--- src/rtl/pte_cache_pkg.sv ---
// Shared defaults, FSM state encoding and entry layout for the page-table-walker PTE cache.
package pte_cache_pkg;

    localparam int DEF_ENTRIES = 8;
    localparam int DEF_TAG_W   = 27;
    localparam int DEF_PPN_W   = 20;

    typedef enum logic [1:0] {
        IDLE,
        LOOKUP,
        MISS,
        RESP
    } pte_state_e;

    typedef struct packed {
        logic                 valid;
        logic [DEF_TAG_W-1:0] tag;
        logic [DEF_PPN_W-1:0] ppn;
    } pte_cache_entry_t;

endpackage

--- src/rtl/pte_cache_victim_sel.sv ---
// Victim picker: lowest invalid entry first, otherwise round-robin pointer (or tree PLRU with PTE_CACHE_PLRU_EN).
// Latency: combinational victim from registered state; pointer/tree update on the clock edge of an install or hit.
// Backpressure: none, purely follows the controller's install/hit strobes.
module pte_cache_victim_sel #(
    parameter int  ENTRIES = 8,
    localparam int IDX_W   = $clog2(ENTRIES)
) (
    input  logic               clk,
    input  logic               rst_n,
    input  logic [ENTRIES-1:0] i_valid,
    input  logic               i_install,
    input  logic               i_hit,
    input  logic [IDX_W-1:0]   i_hit_idx,
    output logic [IDX_W-1:0]   o_replace_entry
);

    logic             w_any_inv;
    logic [IDX_W-1:0] w_inv_idx;
    logic [IDX_W-1:0] w_full_idx;

    always_comb begin
        w_any_inv = 1'b0;
        w_inv_idx = '0;
        for (int i = ENTRIES - 1; i >= 0; i--) begin
            if (!i_valid[i]) begin
                w_any_inv = 1'b1;
                w_inv_idx = IDX_W'(i);
            end
        end
    end

`ifdef PTE_CACHE_PLRU_EN
    logic [ENTRIES-2:0] r_tree;
    logic [ENTRIES-2:0] w_tree_nxt;
    logic               w_touch;
    logic [IDX_W-1:0]   w_touch_idx;

    // Heap-ordered tree: node n has children 2n+1 / 2n+2; a 0 bit points left at the victim.
    always_comb begin : p_plru_victim
        int node;
        node       = 0;
        w_full_idx = '0;
        for (int l = 0; l < IDX_W; l++) begin
            w_full_idx[IDX_W-1-l] = r_tree[node];
            node = 2 * node + 1 + int'(r_tree[node]);
        end
    end

    assign w_touch     = i_hit | i_install;
    assign w_touch_idx = i_hit ? i_hit_idx : o_replace_entry;

    always_comb begin : p_plru_update
        int node;
        node       = 0;
        w_tree_nxt = r_tree;
        for (int l = 0; l < IDX_W; l++) begin
            w_tree_nxt[node] = ~w_touch_idx[IDX_W-1-l];
            node = 2 * node + 1 + int'(w_touch_idx[IDX_W-1-l]);
        end
    end

    always_ff @(posedge clk or negedge rst_n) begin
        if (!rst_n) begin
            r_tree <= '0;
        end else if (w_touch) begin
            r_tree <= w_tree_nxt;
        end
    end
`else
    logic [IDX_W-1:0] r_rr_ptr;
    logic             w_unused_plru;

    // Advance only when the install displaced a live entry.
    always_ff @(posedge clk or negedge rst_n) begin
        if (!rst_n) begin
            r_rr_ptr <= '0;
        end else if (i_install && !w_any_inv) begin
            r_rr_ptr <= r_rr_ptr + IDX_W'(1);
        end
    end

    assign w_full_idx    = r_rr_ptr;
    assign w_unused_plru = ^{i_hit, i_hit_idx};
`endif

    assign o_replace_entry = w_any_inv ? w_inv_idx : w_full_idx;

endmodule

--- src/rtl/pte_cache_ctrl.sv ---
// PTE cache controller: one lookup at a time, walk on miss, install into victim (PTE_CACHE_PLRU_EN selects PLRU).
// Latency: hit response 2 cycles after accept; miss response 1 cycle after refill_valid.
// Backpressure: response held until rsp_ready; lk_ready low while any lookup is in flight or flush is high.
module pte_cache_ctrl
    import pte_cache_pkg::*;
#(
    parameter int  ENTRIES = DEF_ENTRIES,
    parameter int  TAG_W   = DEF_TAG_W,
    parameter int  PPN_W   = DEF_PPN_W,
    localparam int IDX_W   = $clog2(ENTRIES)
) (
    input  logic                     clk,
    input  logic                     rst_n,
    input  logic                     lk_valid,
    output logic                     lk_ready,
    input  logic [TAG_W-1:0]         lk_tag,
    output logic                     rsp_valid,
    input  logic                     rsp_ready,
    output logic                     rsp_hit,
    output logic                     rsp_err,
    output logic [PPN_W-1:0]         rsp_ppn,
    output logic                     miss_valid,
    output logic [TAG_W-1:0]         miss_tag,
    input  logic                     refill_valid,
    input  logic                     refill_err,
    input  logic [PPN_W-1:0]         refill_ppn,
    input  logic                     flush,
    output logic [ENTRIES-1:0]       hit_bit,
    output logic [IDX_W-1:0]         replace_entry,
    output logic [ENTRIES*PPN_W-1:0] ppn_array
);

    pte_state_e         r_state;
    pte_state_e         w_state_nxt;
    logic [ENTRIES-1:0] r_valid;
    logic [TAG_W-1:0]   r_tag [ENTRIES];
    logic [PPN_W-1:0]   r_ppn [ENTRIES];
    logic [TAG_W-1:0]   r_lk_tag;
    logic               r_drop;
    logic [PPN_W-1:0]   r_rsp_ppn;
    logic               r_rsp_hit;
    logic               r_rsp_err;

    logic [ENTRIES-1:0] w_match;
    logic [IDX_W-1:0]   w_hit_idx;
    logic               w_accept;
    logic               w_lookup_hit;
    logic               w_refill;
    logic               w_install;
    logic [IDX_W-1:0]   w_victim;

    // Tags are unique, so OR-ing matching indices yields the single hit index.
    always_comb begin
        w_match   = '0;
        w_hit_idx = '0;
        for (int i = 0; i < ENTRIES; i++) begin
            if (r_valid[i] && (r_tag[i] == r_lk_tag)) begin
                w_match[i] = 1'b1;
                w_hit_idx  = w_hit_idx | IDX_W'(i);
            end
        end
    end

    always_ff @(posedge clk or negedge rst_n) begin
        if (!rst_n) begin
            r_state <= IDLE;
        end else begin
            r_state <= w_state_nxt;
        end
    end

    always_comb begin
        w_state_nxt = r_state;
        lk_ready    = 1'b0;
        rsp_valid   = 1'b0;
        miss_valid  = 1'b0;
        hit_bit     = '0;
        case (r_state)
            IDLE: begin
                lk_ready = !flush;
                if (lk_valid && !flush) w_state_nxt = LOOKUP;
            end
            LOOKUP: begin
                hit_bit     = w_match;
                w_state_nxt = (|w_match) ? RESP : MISS;
            end
            MISS: begin
                miss_valid = 1'b1;
                if (refill_valid) w_state_nxt = RESP;
            end
            RESP: begin
                rsp_valid = 1'b1;
                if (rsp_ready) w_state_nxt = IDLE;
            end
            default: w_state_nxt = IDLE;
        endcase
    end

    assign w_accept     = lk_valid && lk_ready;
    assign w_lookup_hit = (r_state == LOOKUP) && (|w_match);
    assign w_refill     = (r_state == MISS) && refill_valid;
    // A flush on the refill cycle also suppresses the install.
    assign w_install    = w_refill && !refill_err && !r_drop && !flush;

    always_ff @(posedge clk or negedge rst_n) begin
        if (!rst_n) begin
            r_valid   <= '0;
            r_lk_tag  <= '0;
            r_drop    <= 1'b0;
            r_rsp_ppn <= '0;
            r_rsp_hit <= 1'b0;
            r_rsp_err <= 1'b0;
        end else begin
            if (w_accept) r_lk_tag <= lk_tag;

            if (flush) begin
                r_valid <= '0;
            end else if (w_install) begin
                r_valid[w_victim] <= 1'b1;
            end

            if ((r_state == RESP) && rsp_ready) begin
                r_drop <= 1'b0;
            end else if (flush && (r_state == MISS)) begin
                r_drop <= 1'b1;
            end

            if (w_lookup_hit) begin
                r_rsp_ppn <= r_ppn[w_hit_idx];
                r_rsp_hit <= 1'b1;
                r_rsp_err <= 1'b0;
            end else if (w_refill) begin
                r_rsp_ppn <= refill_err ? '0 : refill_ppn;
                r_rsp_hit <= 1'b0;
                r_rsp_err <= refill_err;
            end
        end
    end

    always_ff @(posedge clk) begin
        if (w_install) begin
            r_tag[w_victim] <= r_lk_tag;
            r_ppn[w_victim] <= refill_ppn;
        end
    end

    pte_cache_victim_sel #(
        .ENTRIES (ENTRIES)
    ) u_victim_sel (
        .clk             (clk),
        .rst_n           (rst_n),
        .i_valid         (r_valid),
        .i_install       (w_install),
        .i_hit           (w_lookup_hit),
        .i_hit_idx       (w_hit_idx),
        .o_replace_entry (w_victim)
    );

    always_comb begin
        ppn_array = '0;
        for (int i = 0; i < ENTRIES; i++) begin
            ppn_array[i*PPN_W +: PPN_W] = r_ppn[i];
        end
    end

    assign replace_entry = w_victim;
    assign miss_tag      = r_lk_tag;
    assign rsp_ppn       = r_rsp_ppn;
    assign rsp_hit       = r_rsp_hit;
    assign rsp_err       = r_rsp_err;

endmodule

--- config.mk ---
export PLATFORM = sky130hd
export DESIGN_NAME = pte_cache_ctrl
export DESIGN_NICKNAME = d
export VERILOG_FILES = /design/src/rtl/pte_cache_pkg.sv /design/src/rtl/pte_cache_victim_sel.sv /design/src/rtl/pte_cache_ctrl.sv
export SDC_FILE = /design/constraint.sdc
export NUM_CORES = 1
export LEC_CHECK = 0
export BUFFER_PORTS_ARGS = -buffer_cell sky130_fd_sc_hd__buf_2
export CELL_PAD_IN_SITES_DETAIL_PLACEMENT = 1
export CELL_PAD_IN_SITES_GLOBAL_PLACEMENT = 1
export CORE_AREA = 2 2 193 195
export DETAILED_ROUTE_END_ITERATION = 10
export DIE_AREA = 0 0 195 197
export PLACE_DENSITY_LB_ADDON = 0.1
export SLEW_MARGIN = 20
export SYNTH_ARGS = -nofsm -noshare
export SYNTH_HDL_FRONTEND = slang
export SYNTH_SLANG_ARGS = --single-unit
export TNS_END_PERCENT = 10
--- constraint.sdc ---
create_clock -name clk -period 10.9 [get_ports clk]
set_clock_uncertainty 0.2 [all_clocks]
set_input_delay 0.545 -clock clk [delete_from_list [all_inputs] [get_ports clk]]
set_output_delay 0.545 -clock clk [all_outputs]
set_load 0.02 [all_outputs]
==> results of run 1 <==
[path summary, 6_finish.rpt]
check,cells after the start,slack [ns],to
setup / recovery,8,6.57,rsp_ppn[1]
hold reg to reg,2,0.27,rsp_hit
max in group asynchronous,2,9.52,miss_tag[19]
min in group asynchronous,2,0.31,miss_tag[20]
hold / removal,2,0.03,miss_tag[16]
setup reg to reg,8,6.57,rsp_ppn[1]
[metal layers]
layer / global-route usage / vias to the layer above
met5: 0 / -
met4: 0.104 / 0
met3: 0.0450 / 100
met2: 0.444 / 360
met1: 0.364 / 5759
li1: - / 4881
[state kept, by name, indices dropped and copies added, names as in the netlist]
register,flops
rsp_err,1
r_drop,1
rsp_hit,1
r_ppn,160
r_valid,8
r_state,2
rsp_ppn,20
miss_tag,27
r_tag,216
u_victim_sel.r_rr_ptr,3
[cell families (layout without fill, tap and decap cells)]
group | count (synthesis) | after routing | share of synthesized area
multiplexers | 108 | 108 | 0.0667
AND/OR/NAND/NOR | 180 | 180 | 0.0543
XOR/XNOR | 218 | 218 | 0.105
adder cells (fa/ha/maj) | 6 | 6 | 0.00412
buffers and inverters | 73 | 439 | 0.0276
AO/OA/AOI/OAI | 103 | 103 | 0.0362
flip-flops | 439 | 439 | 0.706
other | 0 | 2 | 0
[power by group]
part	internal, mW	total [mW]	switching [mW]	leakage, nW
clock network	0.951	1.60	0.650	0.746
logic	0.429	1.13	0.701	3.10
registers	2.04	2.23	0.191	4.19
[cell type report]
class	count	share of cell area
Antenna cell	2	0.000229
Clock buffer	63	0.0593
Clock inverter	23	0.0105
Inverter	15	0.00257
Multi-Input combinational cell	615	0.225
Sequential cell	439	0.588
Tap cell	468	0.0267
Timing Repair Buffer	338	0.0882
[stage by stage]
stage                     std cells  hold WS, ns  utilization
after detailed placement       1848        0.259        0.554
final                          1963       0.0296        0.604
after global placement         1848        0.252        0.554
after floorplan                1127       0.0494            -
after CTS                      1959       0.0107        0.603
after global routing           1962       0.0238        0.604
[placed cells by master, fill, tap and decap left out, types with 5 or more instances in the layout]
master / synthesis / layout
nor2_1: 12 / 8
xor2_1: 106 / 106
mux2_2: 80 / 80
clkbuf_16: 0 / 49
dfrtp_1: 63 / 63
ha_1: 6 / 6
nand4_1: 40 / 40
o22ai_1: 44 / 44
nor4_1: 33 / 33
nand2_1: 51 / 51
buf_4: 12 / 35
inv_1: 15 / 15
clkinv_1: 0 / 10
xnor2_1: 112 / 112
mux2_1: 28 / 28
buf_2: 3 / 275
o31ai_1: 20 / 20
o21ai_0: 24 / 24
clkbuf_1: 17 / 12
dlygate4sd3_1: 0 / 25
nand2b_1: 24 / 24
edfxtp_1: 376 / 376
clkinv_2: 0 / 7
bufinv_16: 0 / 5
[worst max-delay path: cells and delay by family, from the launching register on]
| family | cells | cell delay [ns] |
|---|---|---|
| flops | 1 | 0.86 |
| xor+xnor | 1 | 0.21 |
| compound gates | 2 | 0.54 |
| simple gates | 5 | 2.40 |
==> key figures, run 1 <==
CTS
  • CTS Buffer Depth: 3
  • Post-CTS resize count: 0
  • Setup Fix Bufs, Post-CTS: 0
  • CTS Hold Buffers Added: 25
  • Clock sinks: 439
  • Number of H-tree branching levels: 2
  • CTS tree: yes
  • TritonCTS Buffers: 47
  • Clock-pin slew on the worst setup and hold paths: 0.06 ns
  • Worst skew pair latency: 0.57 ns
  • CTS Root Cell: clkbuf_16

Timing
  • Peak Freq: 0.231 GHz
  • Fin crit share: 0.398
  • Slew Limit Fails: 0
  • RSZ-0062 raised after global routing: false
  • Pin slew with the least headroom to its limit: 1.08 ns
  • Setup tns final: 0 ns
  • Hold Violations, Final: 0
  • Fin crit period: 4.33 ns
  • Relative slew slack: 0.280
  • Slack of the critical path: 6.57 ns
  • Final setup violation count: 0

Power
  • Leakage: 8.03 nW
  • PwrDens: 226 mW/mm²
  • Total Power: 4.96 mW
  • VDD IR-drop max: 0.000201 V

Critical path
  • Most used cell, CP: nand4_1
  • Crit-path max cell delay: 0.88 ns
  • Setup crit start kind: flip-flop
  • Required @ worst endpoint: 11.15 ns
  • CP startpoint: miss_tag[18]
  • Crit path DAT: 4.59 ns
  • CP cell instances: xnor2_1, nand4_1, nor4_1, nand4_1, nand2b_1, or3_1, o22ai_1, o31ai_1
  • Worst setup EP type: flip-flop
  • Slowest CP cell: or3_1
  • Crit path max fanout: 20
  • Reg2reg start: miss_tag[18]
  • CP Class: flip-flop to flip-flop

Drt
  • Post-route ant nets: 0
  • DRT Wirelength: 51.4 mm
  • Metal3 WL: 2.71 mm
  • Vias: 11,100
  • Initial DRC Count: 702
  • DR WL/cell: 26.2 µm
  • Metal2 WL: 25.2 mm
  • Vias/cell: 5.65
  • Drt pass-1 iters: 5
  • M1 wire length: 21.9 mm
  • Max layer used: met4
  • Number of remaining DRC errors: 0

Final layout
  • FF/Latch Area: 0.0129 mm²
  • Layout cell share with drive strength beyond 1: 0.317
  • Area of the multi-input gates: 0.00493 mm²
  • Nets: 1,516
  • Syn-to-layout area delta: 20.2%
  • Design area: 0.0219 mm²
  • Number of fill cells: 3,426

Logic synthesis
  • Register area share after synthesis: 0.706
  • Cell count after synthesis: 1,127
  • Synth Flop Type: edfxtp_1
  • Syn avg cell area: 16.2 µm²
  • Post-synth ARST share: 0.144
  • Top post-synthesis cells by area: edfxtp_1 (62%), dfrtp_1 (8.7%), xnor2_1 (5.4%)
  • EDFF count, synth: 376
  • Post-Syn Area: 0.0182 mm²
  • Number of synthesized register bits: 439
  • Yosys top cell area share: 0.620
  • Most common library cells after synthesis: edfxtp_1 (376), xnor2_1 (112), xor2_1 (106), mux2_2 (80), dfrtp_1 (63)
  • Syn nets: 1,187
  • Synthesis Warnings: 0
  • Most frequent cell after synthesis: edfxtp_1
  • Cell taking the most area after synthesis: edfxtp_1
  • Post-synth cell types: 39

Placement
  • Final GP Congestion: 0.819
  • DP Area: 0.0201 mm²
  • Port Buffers: 276
  • Hpwl dp: 32.8 mm
  • Dpl ws: 6.59 ns

Floorplan
  • Die Span Y: 197 µm
  • IO Count: 277
  • Core Area: 0.0363 mm²
  • Initial Util: 0.502
  • FP Rows: 70
  • Die ar.: 0.0384 mm²
  • Die W: 195 µm

Min path
  • Worst Hold Launch: lk_tag[16]
  • Worst Hold Class: input port to flip-flop

GRT
  • Largest net degree at the start of global routing: 81
  • GRT overflow: 0
  • First-pass GRT wire length: 76.3 mm
  • Total track usage: 0.270
  • Vias in the first global route: 11,900
  • Initial antenna violation count: 2

Run
  • MaxCap Viol Count: 0

Run status
  • Outcome: finished clean
Power figures use the tool's default switching activity.
==> run 2, diff against run 1 <==
--- a/config.mk
+++ b/config.mk
@@ -8,9 +8,9 @@
 export BUFFER_PORTS_ARGS = -buffer_cell sky130_fd_sc_hd__buf_2
 export CELL_PAD_IN_SITES_DETAIL_PLACEMENT = 1
 export CELL_PAD_IN_SITES_GLOBAL_PLACEMENT = 1
-export CORE_AREA = 2 2 193 195
+export CORE_AREA = 2 2 209 211
 export DETAILED_ROUTE_END_ITERATION = 10
-export DIE_AREA = 0 0 195 197
+export DIE_AREA = 0 0 211 213
 export PLACE_DENSITY_LB_ADDON = 0.1
 export SLEW_MARGIN = 20
 export SYNTH_ARGS = -nofsm -noshare
==> constraint.sdc (replaced) <==
create_clock -name clk -period 3.9 [get_ports clk]
set_clock_uncertainty 0.2 [all_clocks]
set_input_delay 0.195 -clock clk [delete_from_list [all_inputs] [get_ports clk]]
set_output_delay 0.195 -clock clk [all_outputs]
set_load 0.02 [all_outputs]
==> run 2 against run 1 <==
Effect of this change: the run now ends with negative hold slack left; hold slack worse by 0.045 ns; cell area grew 4.0%; register-to-register slack got worse by 6.2 ns; maximum frequency is 21% higher; final cell count rose by 7.5%; die area increased by 17%; critical endpoint is now rsp_ppn[4].
==> key figures, run 2 (synthesis gave the netlist of run 1 again) <==
Run status
  • Outcome: finished, violations left
  • Failing checks: negative hold slack

GRT
  • First-pass GRT wire length: 78.3 mm (+2.7%)
  • Vias in the first global route: 11,700 (-2.2%)
  • Largest net degree at the start of global routing: 64 (-21%)
  • GRT overflow: 0 (unchanged)
  • Total track usage: 0.239 (-0.0317)
  • Initial antenna violation count: 0 (-2)

Critical path
  • Worst setup EP type: flip-flop
  • Crit path max fanout: 25 (+25%)
  • R2R Setup Slk: 0.32 ns (-6.24 ns)
  • Slowest CP cell: nor4_1
  • R2R depth: 10 (+2)
  • CP Class: flip-flop to flip-flop
  • CP cell instances: buf_4, xor2_1, nor4_1, nand4_1, nor4_2, or4b_4, buf_12, mux2_1, o22ai_1, o31ai_1
  • Crit path DAT: 3.82 ns (-0.77 ns)
  • Required @ worst endpoint: 4.15 ns (-7.00 ns)
  • Crit-path max cell delay: 0.63 ns (-0.25 ns)
  • Setup crit start kind: flip-flop

CTS
  • TritonCTS Buffers: 48 (+2.1%)
  • CTS Buffer Depth: 3 (unchanged)
  • CTS Root Cell: clkbuf_16
  • Clock-pin slew on the worst setup and hold paths: 0.06 ns (about the same)
  • Worst skew pair latency: 0.58 ns (about the same)
  • Clock sinks: 439 (unchanged)
  • Number of H-tree branching levels: 2 (unchanged)
  • Post-CTS resize count: 0 (unchanged)
  • CTS tree: yes

Drt
  • Vias: 11,200 (+1.1%)
  • DR WL/cell: 25.2 µm (-3.8%)
  • Post-route ant nets: 0 (unchanged)
  • Vias/cell: 5.31 (-6.0%)
  • DRT Wirelength: 53.2 mm (+3.5%)
  • Drt pass-1 iters: 4 (-1)
  • Number of remaining DRC errors: 0 (unchanged)
  • Initial DRC Count: 960 (+37%)

Floorplan
  • Initial Util: 0.427 (-0.0757)
  • Die W: 211 µm (+8.2%)
  • Die ar.: 0.0449 mm² (+17%)
  • IO Count: 277 (unchanged)
  • Die Span Y: 213 µm (+8.1%)
  • Core Area: 0.0427 mm² (+18%)
  • FP Rows: 76 (+8.6%)

Power
  • VDD IR-drop max: 0.000557 V (+180%)
  • Leakage: 8.37 nW (+4.2%)
  • Total Power: 13.9 mW (+180%)
  • PwrDens: 611 mW/mm² (+170%)

Placement
  • Final GP Congestion: 0.818 (about the same)
  • Port Buffers: 276 (unchanged)
  • Dpl ws: 0.290 ns (-6.30 ns)
  • DP Area: 0.0208 mm² (+3.4%)
  • Hpwl dp: 35.4 mm (+8.1%)

Timing
  • Fin Hold WS: -0.0156 ns (-0.0452 ns)
  • Slack of the critical path: 0.322 ns (-6.24 ns)
  • Pin slew with the least headroom to its limit: 0.982 ns (-0.0976 ns)
  • Fin crit period: 3.58 ns (-0.755 ns)
  • Peak Freq: 0.279 GHz (+21%)
  • Fin crit share: 0.918 (+0.520)
  • Relative slew slack: 0.345 (+0.0651)
  • RSZ-0062 raised after global routing: false
  • Hold Violations, Final: 9 (+9)
  • Slew Limit Fails: 0 (unchanged)
  • Final setup violation count: 0 (unchanged)

Final layout
  • Max reg flops: 216 (unchanged)
  • Area of the multi-input gates: 0.00497 mm² (+0.94%)
  • Layout cell share with drive strength beyond 1: 0.328 (+0.0110)
  • Number of fill cells: 4,154 (+21%)
  • Fin util: 0.534 (-0.0703)
  • Most common cell after layout, fill and taps aside: edfxtp_1
  • Nets: 1,587 (+4.7%)
  • Diode count: 0 (-2)
  • FF/Latch Area: 0.0129 mm² (unchanged)
  • Biggest register: r_tag
  • Design area: 0.0228 mm² (+4.0%)
  • Syn-to-layout area delta: 25.1%
  • Most frequent cells in the layout: edfxtp_1 (376), buf_2 (275), xnor2_1 (112)

Min path
  • Worst Hold Class: input port to asynchronous set/reset pin

Run
  • MaxCap Viol Count: 0 (unchanged)
==> run 2: cell count changes in the layout (fill, tap and decap cells not counted), sizes merged, moves of 2 or more <==
cell         change
buf             +40
diode            -2
clkbuf           -3
dlygate4sd3     +30
bufinv           -2
clkinv           +6
==> run 2: per-stage QoR <==
step	hold slack (ns)	TNS, ns	std cells
floorplan	-0.301	-18.90	1127
finish	-0.0156	0	2111
CTS	0.145	0	2111
global route	0.0974	0	2111
detailed placement	0.192	0	1968
global placement	0.191	0	1968
==> run 2: critical path, delay by kind of cell, from the launching register on <==
family	cells	cell delay [ns]
flops	1	0.48
compound gates	2	0.25
simple gates	4	1.48
mux	1	0.35
buf+inv	2	0.49
xor+xnor	1	0.18
==> run 2: area by class of cell <==
cell class / instances / area share
flip-flops and latches: 439 / 0.565
clock buffers: 60 / 0.0561
multi-input cells: 615 / 0.218
well taps: 546 / 0.0300
repair buffers: 408 / 0.120
inverters: 15 / 0.00247
clock inverters: 28 / 0.00879
==> run 2: worst paths after layout <==
check                                         start                  endpoint
max                                    miss_tag[22]                rsp_ppn[4]
min                                           rst_n               miss_tag[2]
max reg2reg                            miss_tag[22]                rsp_ppn[4]
min reg2reg                u_victim_sel.r_rr_ptr[2]  u_victim_sel.r_rr_ptr[2]
max in group asynchronous                     rst_n                rsp_ppn[9]
min in group clk                          lk_tag[0]               miss_tag[0]
==> run 2: repair_timing <==
| action | in CTS | in global routing |
|---|---|---|
| hold endpoints to repair | 282 | 0 |
| hold buffers | 55 | 0 |
| buffers inserted | 0 | 0 |
==> run 2: metal layers <==
layer	GRT usage	vias up	wire length [µm]
li1	-	5024	-
met1	0.327	5786	23800
met2	0.391	337	25400
met3	0.0412	72	2600
met4	0.0724	0	1440
met5	0	-	0
==> run 2: where the power goes <==
part | switching [mW] | internal (mW) | leakage, nW
sequential | 0.539 | 5.69 | 4.19
combinational | 1.98 | 1.38 | 3.47
clock | 1.82 | 2.51 | 0.718
